## config.mk

```make
export PLATFORM = sky130hd
export DESIGN_NAME = smc_to_fp_float
export DESIGN_NICKNAME = d
export VERILOG_FILES = /design/src/rtl/smc_fp_pkg.sv /design/src/rtl/smc_fp_rounder.sv /design/src/rtl/smc_to_fp_float.sv
export SDC_FILE = /design/constraint.sdc
export NUM_CORES = 1
export LEC_CHECK = 0
export CAP_MARGIN = 0
export CORE_UTILIZATION = 53
export CTS_CLUSTER_DIAMETER = 60
export CTS_CLUSTER_SIZE = 30
export DETAILED_ROUTE_END_ITERATION = 7
export HOLD_SLACK_MARGIN = 0.08
export PLACE_DENSITY = 0.8
export SLEW_MARGIN = 20
export SYNTH_ARGS = -nofsm -noshare
export SYNTH_HDL_FRONTEND = slang
export SYNTH_SLANG_ARGS = --single-unit
```

## constraint.sdc

```tcl
create_clock -name clk -period 2.7 [get_ports clk]
set_input_delay 0.81 -clock clk [delete_from_list [all_inputs] [get_ports clk]]
set_output_delay 0.81 -clock clk [all_outputs]
set_load 0.02 [all_outputs]
```

## src/rtl/smc_fp_pkg.sv

```systemverilog
// Shared definitions for the SMC float <-> FP21 sample converters.
// Holds the format widths, the exponent biases and the operand class encoding.
package smc_fp_pkg;

  localparam int SMC_W     = 32;
  localparam int FP_W      = 21;
  localparam int SMC_EW    = 8;
  localparam int FP_EW     = 6;
  localparam int SMC_FW    = 23;
  localparam int FP_FW     = 14;
  localparam int SMC_BIAS  = 127;
  localparam int FP_BIAS   = 31;
  localparam int BIAS_DIFF = 96;

  typedef enum logic [1:0] {
    CLS_ZERO = 2'd0,
    CLS_NORM = 2'd1,
    CLS_INF  = 2'd2,
    CLS_NAN  = 2'd3
  } cls_e;

  // Denormal SMC inputs (exp==0) are treated as zero.
  function automatic cls_e classify(input logic [SMC_EW-1:0] exp,
                                    input logic [SMC_FW-1:0] frac);
    if (exp == '0)
      return CLS_ZERO;
    else if (exp == '1)
      return (frac == '0) ? CLS_INF : CLS_NAN;
    else
      return CLS_NORM;
  endfunction

endpackage

```

## src/rtl/smc_fp_rounder.sv

```systemverilog
// Combinational round-to-nearest-even of a 23-bit SMC fraction down to 14 bits.
// Ports:
//   frac    in  23  SMC fraction (hidden bit not included)
//   frac_r  out 14  rounded FP21 fraction
//   carry   out 1   rounding overflowed the fraction; caller bumps the exponent
module smc_fp_rounder
  import smc_fp_pkg::*;
(
  input  logic [SMC_FW-1:0] frac,
  output logic [FP_FW-1:0]  frac_r,
  output logic              carry
);

  logic [FP_FW-1:0] keep;
  logic             lsb;
  logic             guard;
  logic             sticky;
  logic             round_up;
  logic [FP_FW:0]   sum;

  assign keep     = frac[SMC_FW-1:SMC_FW-FP_FW];
  assign lsb      = frac[SMC_FW-FP_FW];
  assign guard    = frac[SMC_FW-FP_FW-1];
  assign sticky   = |frac[SMC_FW-FP_FW-2:0];
  assign round_up = guard & (sticky | lsb);

  // On carry-out the 14 low bits are all zero, which is exactly the
  // renormalised fraction after the exponent increment.
  assign sum             = {1'b0, keep} + {{FP_FW{1'b0}}, round_up};
  assign {carry, frac_r} = sum;

endmodule

```

## src/rtl/smc_to_fp_float.sv

```systemverilog
// Converts 32-bit SMC floats from the arithmetic datapath into FP21 samples
// for the ADC/host boundary. Three register stages: classify, round, pack.
// One sample per cycle, no backpressure.
// Ports:
//   clk          in  1   clock
//   GlobalReset  in  1   synchronous active-high reset
//   x_i          in  32  SMC float {sign, exp8 bias 127, frac23}
//   srdyi_i      in  1   x_i valid
//   clr_flags_i  in  1   clear ovf_o/unf_o (a same-cycle flag event wins)
//   y_o          out 21  FP21 {sign, exp6 bias 31, frac14}; holds while srdyo_o=0
//   srdyo_o      out 1   y_o valid
//   ovf_o        out 1   sticky: finite input saturated to inf
//   unf_o        out 1   sticky: nonzero input flushed to zero
module smc_to_fp_float
  import smc_fp_pkg::*;
#(
  parameter int               LAT    = 3,
  parameter logic [FP_FW-1:0] NAN_FR = 14'h2000
)(
  input  logic              clk,
  input  logic              GlobalReset,
  input  logic [SMC_W-1:0]  x_i,
  input  logic              srdyi_i,
  input  logic              clr_flags_i,
  output logic [FP_W-1:0]   y_o,
  output logic              srdyo_o,
  output logic              ovf_o,
  output logic              unf_o
);

  if (LAT != 3) begin : g_lat_check
    $error("smc_to_fp_float: LAT must be 3");
  end

  // ---------------- S1: unpack / classify ----------------
  logic                  in_sgn;
  logic [SMC_EW-1:0]     in_exp;
  logic [SMC_FW-1:0]     in_frac;
  logic signed [9:0]     in_e21;

  assign in_sgn  = x_i[SMC_W-1];
  assign in_exp  = x_i[SMC_W-2:SMC_FW];
  assign in_frac = x_i[SMC_FW-1:0];
  assign in_e21  = $signed({2'b00, in_exp}) - 10'sd96;

  logic              v1;
  logic              s1_sgn;
  cls_e              s1_cls;
  logic signed [9:0] s1_exp;
  logic [SMC_FW-1:0] s1_frac;

  always_ff @(posedge clk) begin
    if (GlobalReset) begin
      v1      <= 1'b0;
      s1_sgn  <= 1'b0;
      s1_cls  <= CLS_ZERO;
      s1_exp  <= '0;
      s1_frac <= '0;
    end else begin
      v1 <= srdyi_i;
      if (srdyi_i) begin
        s1_sgn  <= in_sgn;
        s1_cls  <= classify(in_exp, in_frac);
        s1_exp  <= in_e21;
        s1_frac <= in_frac;
      end
    end
  end

  // ---------------- S2: round ----------------
  logic [FP_FW-1:0] rnd_frac;
  logic             rnd_carry;

  smc_fp_rounder u_rounder (
    .frac   (s1_frac),
    .frac_r (rnd_frac),
    .carry  (rnd_carry)
  );

  logic              v2;
  logic              s2_sgn;
  cls_e              s2_cls;
  logic signed [9:0] s2_exp;
  logic [FP_FW-1:0]  s2_frac;

  always_ff @(posedge clk) begin
    if (GlobalReset) begin
      v2      <= 1'b0;
      s2_sgn  <= 1'b0;
      s2_cls  <= CLS_ZERO;
      s2_exp  <= '0;
      s2_frac <= '0;
    end else begin
      v2 <= v1;
      if (v1) begin
        s2_sgn  <= s1_sgn;
        s2_cls  <= s1_cls;
        s2_exp  <= s1_exp + $signed({9'b0, rnd_carry});
        s2_frac <= rnd_frac;
      end
    end
  end

  // ---------------- S3: pack / saturate ----------------
  logic [FP_W-1:0] pk_y;
  logic            pk_ovf;
  logic            pk_unf;

  // Range checks use the post-rounding exponent so a carry out of
  // e21=62 saturates.
  always_comb begin
    pk_y   = {s2_sgn, {(FP_W-1){1'b0}}};
    pk_ovf = 1'b0;
    pk_unf = 1'b0;
    unique case (s2_cls)
      CLS_ZERO: pk_y = {s2_sgn, {(FP_W-1){1'b0}}};
      CLS_INF:  pk_y = {s2_sgn, {FP_EW{1'b1}}, {FP_FW{1'b0}}};
      CLS_NAN:  pk_y = {s2_sgn, {FP_EW{1'b1}}, NAN_FR};
      CLS_NORM: begin
        if (s2_exp >= 10'sd63) begin
          pk_y   = {s2_sgn, {FP_EW{1'b1}}, {FP_FW{1'b0}}};
          pk_ovf = 1'b1;
        end else if (s2_exp <= 10'sd0) begin
          pk_y   = {s2_sgn, {(FP_W-1){1'b0}}};
          pk_unf = 1'b1;
        end else begin
          pk_y = {s2_sgn, s2_exp[FP_EW-1:0], s2_frac};
        end
      end
      default: pk_y = {s2_sgn, {(FP_W-1){1'b0}}};
    endcase
  end

  always_ff @(posedge clk) begin
    if (GlobalReset) begin
      y_o     <= '0;
      srdyo_o <= 1'b0;
      ovf_o   <= 1'b0;
      unf_o   <= 1'b0;
    end else begin
      srdyo_o <= v2;
      if (v2)
        y_o <= pk_y;
      // A flag event in the clearing cycle must not be lost.
      ovf_o <= (ovf_o & ~clr_flags_i) | (v2 & pk_ovf);
      unf_o <= (unf_o & ~clr_flags_i) | (v2 & pk_unf);
    end
  end

endmodule
```

==> flow_summary.ini, run 1 <==
[outcome]
outcome = complete, but fails checks
failed_checks = DRC

[pwr]
ir_drop_uv = 396
p_leak_nw = 1.64
p_sw_share_pct = 27.4
pwr-share-clk_pct = 34.2
p_sw_uw = 695
p_per_area_nw_per_um2 = 572
power_frac_comb_pct = 10.5
intPower_mw = 1.84
seqPwrFrac_pct = 55.4

[yosys]
ys_seq_area_share_pct = 48.8
ys_ff_latch = 88
ys_types = 40
netlist_area_um2 = 3610
synth-warning-count = 0
syn-num-nets = 418
synthCells = 378
avgSynthCellArea_um2 = 9.55

[worst_setup_path]
cp_slowest_cell = or4_1
crit_fanout = 13
crit_start = s2_exp[9]
setup.worst_path.class = register to register
path_cells = or4_1 -> or3_4 -> nor4_4 -> a22o_1
critPathRequiredTime_ns = 3.00
slowest_delay_ns = 0.67
end_kind = register
r2r_start = s2_exp[9]
arrival_ns = 2.63
startpoint_type = register

[final_layout]
final_net_count = 472
drive_gt1_share_pct = 5.95
antenna_cells = 0
finalNonFillerCells = 514
multi_input_area_um2 = 1740
regArea_um2 = 1760
area_growth_pct = 22.9
fill_cells = 526

[drt]
viasPerCell = 5.61
drc = 10
wire_per_inst_um = 14.1
ant_nets = 0
vias = 2885
wl_um = 7230
drt-initial-drc-count = 155
drt_pass1_iterations = 6

[clock_tree]
cts.repair.resized = 0
tritoncts = yes
max-clock-path-buffers = 2
clock-sinks = 88
clock_latency_ns = 0.36
hold_buffers = 0
htree_levels = 3
root_buffer = clkbuf_8
cts_buffers = 9
clk_pin_slew_worst_paths_ns = 0.09
cts_setup_buffers = 0

[timing]
fmax_mhz = 429
maxSlewViolCount = 0
maxSlewHeadroom_pct = 41.5
hold_violations = 0
worst_pin_slew_ns = 0.874
rsz0062_at_grt = no
setup-tns-final_ns = 0
finClkSkew_ns = 0.0159
whs_ns = 0.470
finalCritPeriodShare_pct = 86.3
period_minus_slack_ns = 2.33
setup_viol = 0

[global_route]
grt_pass1_vias = 2649
grt_use_met2_pct = 32.3
track_usage_pct = 21.7
grt_max_degree = 68
grt_pass1_wl_um = 12400
grtUsageMet1_pct = 30.5
overflow = 0
antenna_found_initial = 0
busiest_layer = met2
met3_usage_pct = 5.70

[floorplanning]
dieArea_um2 = 7140
io-pin-count = 60
die_x_um = 84.5
initial_core_util_pct = 55.9
rows = 29
die_h_um = 84.5
fp.coreArea_um2 = 6460

[placement]
gp_congestion = 0.848
dp_cells = 498
io_buffers = 59
detailed_place_hpwl_um = 5080

[hold_path]
min_path_type = register to register
hp-start = y_o[14]

[flow_run]
cap_violations = 0
-- registers in the layout, summed over array words and instances, names as in the netlist --
signal   flops
ovf_o        1
s1_cls       2
s1_exp       9
s1_frac     23
s1_sgn       1
s2_cls       2
s2_exp      10
s2_frac     14
s2_sgn       1
srdyo_o      1
unf_o        1
v1           1
v2           1
y_o         21
-- cells by family (layout without fill, tap and decap cells) --
logic type	count (synthesis)	count (layout)	synth area share, %
DFF	88	88	48.8
AOI/OAI and AO/OA	60	60	12.0
xor gates and xnor gates	18	18	4.37
muxes	39	39	10.8
and+or+nand+nor	142	142	19.6
buffers and inverters	27	86	3.05
adders and majority gates	4	4	1.39
-- critical path, delay by kind of cell (launching register included) --
kind            cells  cell delay (ns)
simple gates        3             1.67
flops               1             0.38
compound gates      1             0.22
-- Yosys cell counts, drive strengths merged --
cell / number / share of area [%]
a211oi: 20 / 4.2
a21boi: 1 / 0.21
a21o: 1 / 0.21
a21oi: 5 / 0.69
a22o: 13 / 3.2
a311oi: 4 / 0.97
a31oi: 2 / 0.35
and2: 1 / 0.17
and3: 1 / 0.17
and4: 2 / 0.49
buf: 4 / 0.66
clkbuf: 17 / 1.8
dfxtp: 88 / 49
ha: 4 / 1.4
inv: 6 / 0.62
mux2i: 39 / 11
nand2: 7 / 0.73
nand2b: 4 / 0.69
nand3: 12 / 1.7
nand4: 9 / 1.6
nor2: 69 / 7.2
nor2b: 6 / 1.0
nor3: 9 / 1.2
nor4: 12 / 2.5
o211ai: 1 / 0.21
o21ai: 9 / 1.2
o21bai: 2 / 0.42
o22ai: 1 / 0.17
o31ai: 1 / 0.21
or2b: 1 / 0.21
or3: 3 / 0.66
or3b: 1 / 0.24
or4: 5 / 1.0
xnor2: 10 / 2.4
xor2: 8 / 1.9
-- power groups by stage --
stage / combinational [mW] / sequential [mW] / clock (mW)
floorplan: 0.164 / 1.42 / 0
global route: 0.295 / 1.41 / 0.946
detailed placement: 0.265 / 1.43 / 0
CTS: 0.268 / 1.40 / 0.886
global placement: 0.256 / 1.43 / 0
finish: 0.266 / 1.40 / 0.867
-- layout by cell type, fill, tap and decap left out, types with 2 or more instances in the layout --
cell / n
ha_1: 4
clkbuf_8: 9
or3_1: 2
clkinv_4: 2
a311oi_1: 4
buf_2: 2
o21bai_1: 2
or4_1: 5
buf_4: 4
nor4_1: 11
nand2b_1: 4
nor2b_1: 6
nor2_1: 69
nand3_1: 12
nand4_1: 9
clkinvlp_4: 2
nand2_1: 7
a31oi_1: 2
nor3_1: 9
mux2i_1: 39
o21ai_0: 8
a22o_1: 13
xnor2_1: 10
dfxtp_1: 88
a211oi_1: 20
xor2_1: 8
and4_1: 2
clkdlybuf4s50_1: 57
inv_1: 6
a21oi_1: 5
inv_8: 2
-- path summary, 6_finish.rpt --
path / cells after the start / slack, ns / end
max: 4 / 0.37 / y_o[7]
min: 2 / 0.47 / y_o[14]
max reg2reg: 4 / 0.37 / y_o[7]
min reg2reg: 2 / 0.47 / y_o[14]
-- layer usage --
layer | routed length [um] | vias to the layer above
met5 | 0 | -
met2 | 3160 | 62
li1 | - | 1468
met4 | 102 | 0
met3 | 308 | 12
met1 | 3660 | 1343
-- through the flow --
step / setup WS (ns) / cell area [um2] / power (mW) / utilization (%)
3_3_place_gp: 0.108 / 4250 / 1.69 / 65.8
2_1_floorplan: 0.612 / 3610 / 1.59 / -
6_report: 0.371 / 4440 / 2.54 / 68.7
3_5_place_dp: 0.0956 / 4250 / 1.70 / 65.8
5_1_grt: 0.247 / 4440 / 2.65 / 68.7
4_1_cts: 0.375 / 4440 / 2.56 / 68.7
-- final cells by class --
cell class	count	share of cell area, %
tap	77	2.17
timing repair buffer	64	14.2
clock inverter	7	1.44
multi-input combinational	263	39.2
inverter	6	0.508
clock buffer	9	2.79
sequential	88	39.7
No activity file was read; power rests on OpenSTA's default activity.
==> run 2: changes to the inputs <==
--- a/config.mk
+++ b/config.mk
@@ -10,6 +10,7 @@
 export CTS_CLUSTER_DIAMETER = 60
 export CTS_CLUSTER_SIZE = 30
 export DETAILED_ROUTE_END_ITERATION = 7
+export GPL_TIMING_DRIVEN = 0
 export HOLD_SLACK_MARGIN = 0.08
 export PLACE_DENSITY = 0.8
 export SLEW_MARGIN = 20
==> flow_summary.ini, run 2 (synthesized netlist as in run 1, its figures left out) <==
[worst_setup_path]
endpoint = s2_exp[4]
r2r_cells = 9
arrival_ns = 2.56
critPathRequiredTime_ns = 2.96
crit_start = s1_frac[8]
startpoint_type = register
reg2reg_to = s2_exp[4]
r2r_start = s1_frac[8]
crit_fanout = 6
setup.worst_path.class = register to register
r2r_slack_ns = 0.40
end_kind = register

[drt]
wire_per_inst_um = 14.5
viasPerCell = 5.55
vias = 2931
drt-initial-drc-count = 144
drc = 5
drt_pass1_iterations = 7
wl_um = 7640
ant_nets = 0

[final_layout]
reg.largest.list = s1_frac: 23 flops, y_o: 21 flops, s2_frac: 14 flops
regArea_um2 = 1760
final_cell_mix = 88 x dfxtp_1, 69 x nor2_1, 58 x clkdlybuf4s50_1, 39 x mux2i_1, 20 x a211oi_1
final_net_count = 487
largest_register_ffs = 23
final_common_cell = dfxtp_1
largest_register = s1_frac
drive_gt1_share_pct = 4.43
fill_cells = 503
multi_input_area_um2 = 1740
fin_util_pct = 69.8
area_growth_pct = 24.8
antenna_cells = 0

[clock_tree]
cts_setup_buffers = 0
clk_pin_slew_worst_paths_ns = 0.08
cts.repair.resized = 0
clock_latency_ns = 0.35
cts_buffers = 9
clock-sinks = 88
root_buffer = clkbuf_8
max-clock-path-buffers = 2
htree_levels = 3
tritoncts = yes
hold_buffers = 0

[floorplanning]
rows = 29
die_h_um = 84.5
initial_core_util_pct = 55.9
dieArea_um2 = 7140
io-pin-count = 60
die_x_um = 84.5
fp.coreArea_um2 = 6460

[global_route]
antenna_found_initial = 0
grt_pass1_wl_um = 13000
grt_pass1_vias = 2823
track_usage_pct = 22.8
overflow = 0
grt_max_degree = 15

[timing]
maxSlewViolCount = 0
rsz0062_at_grt = no
fmax_mhz = 434
whs_ns = 0.474
finClkSkew_ns = 0.00769
worst_pin_slew_ns = 0.690
setup_viol = 0
finalCritPeriodShare_pct = 85.4
fin_ws_ns = 0.395
setup-tns-final_ns = 0
maxSlewHeadroom_pct = 54.0
hold_violations = 0
period_minus_slack_ns = 2.30

[placement]
gp_congestion = 0.827
pre_cts_ws_ns = 0.0565
io_buffers = 58
detailed_place_hpwl_um = 5770

[pwr]
p_per_area_nw_per_um2 = 591
ir_drop_uv = 351
p_leak_nw = 1.66

[hold_path]
min_path_type = register to register
hp-start = y_o[14]

[outcome]
outcome = complete, but fails checks
failed_checks = DRC

[flow_run]
cap_violations = 0
run 2: worst min path at each step:
stage	slack [ns]	depth (start not counted)	to
finish	0.47	2	y_o[14]
global route	0.49	1	y_o[4]
CTS	0.48	1	y_o[3]
detailed placement	0.46	1	y_o[3]
global placement	0.44	2	y_o[14]
floorplan	0.44	1	y_o[1]
run 2: final cells by class:
class	count	area share, %
Buffer	21	1.94
Multi-Input combinational cell	263	38.6
Tap cell	77	2.14
Sequential cell	88	39.1
Clock inverter	5	1.81
Clock buffer	10	3.05
Timing Repair Buffer	58	12.9
Inverter	6	0.500
run 2: metrics by stage:
| step | instance area [um2] | instances | power (mW) |
|---|---|---|---|
| floorplan | 3610 | 378 | 1.59 |
| global placement | 4290 | 513 | 1.70 |
| detailed placement | 4290 | 513 | 1.71 |
| CTS | 4510 | 528 | 2.67 |
| global route | 4510 | 528 | 2.77 |
| finish | 4510 | 528 | 2.66 |
run 2: metal layers:
metal,routed length (um),part of all wire [%],vias to the layer above,GRT usage (%)
li1,-,-,1499,-
met1,3670,48,1333,31.0
met2,3490,46,88,35.9
met3,370,4.8,11,4.33
met4,108,1.4,0,8.94
met5,0,0,-,0
run 2: worst max-delay path, stage by stage (launching register included):
cell and delay (ns):
dfxtp_1 0.41, and2_1 0.18, ha_1 0.27, nand3_1 0.10, nor3_1 0.22, ha_1 0.27, ha_1 0.25, nand3_1 0.11
xor2_1 0.16, a211oi_1 0.24
run 2: report_power, final:
group / leakage (nW) / internal [mW] / switching (mW)
Combinational: 0.833 / 0.135 / 0.136
Clock: 0.108 / 0.541 / 0.442
Sequential: 0.721 / 1.35 / 0.0512
Total: 1.66 / 2.03 / 0.630
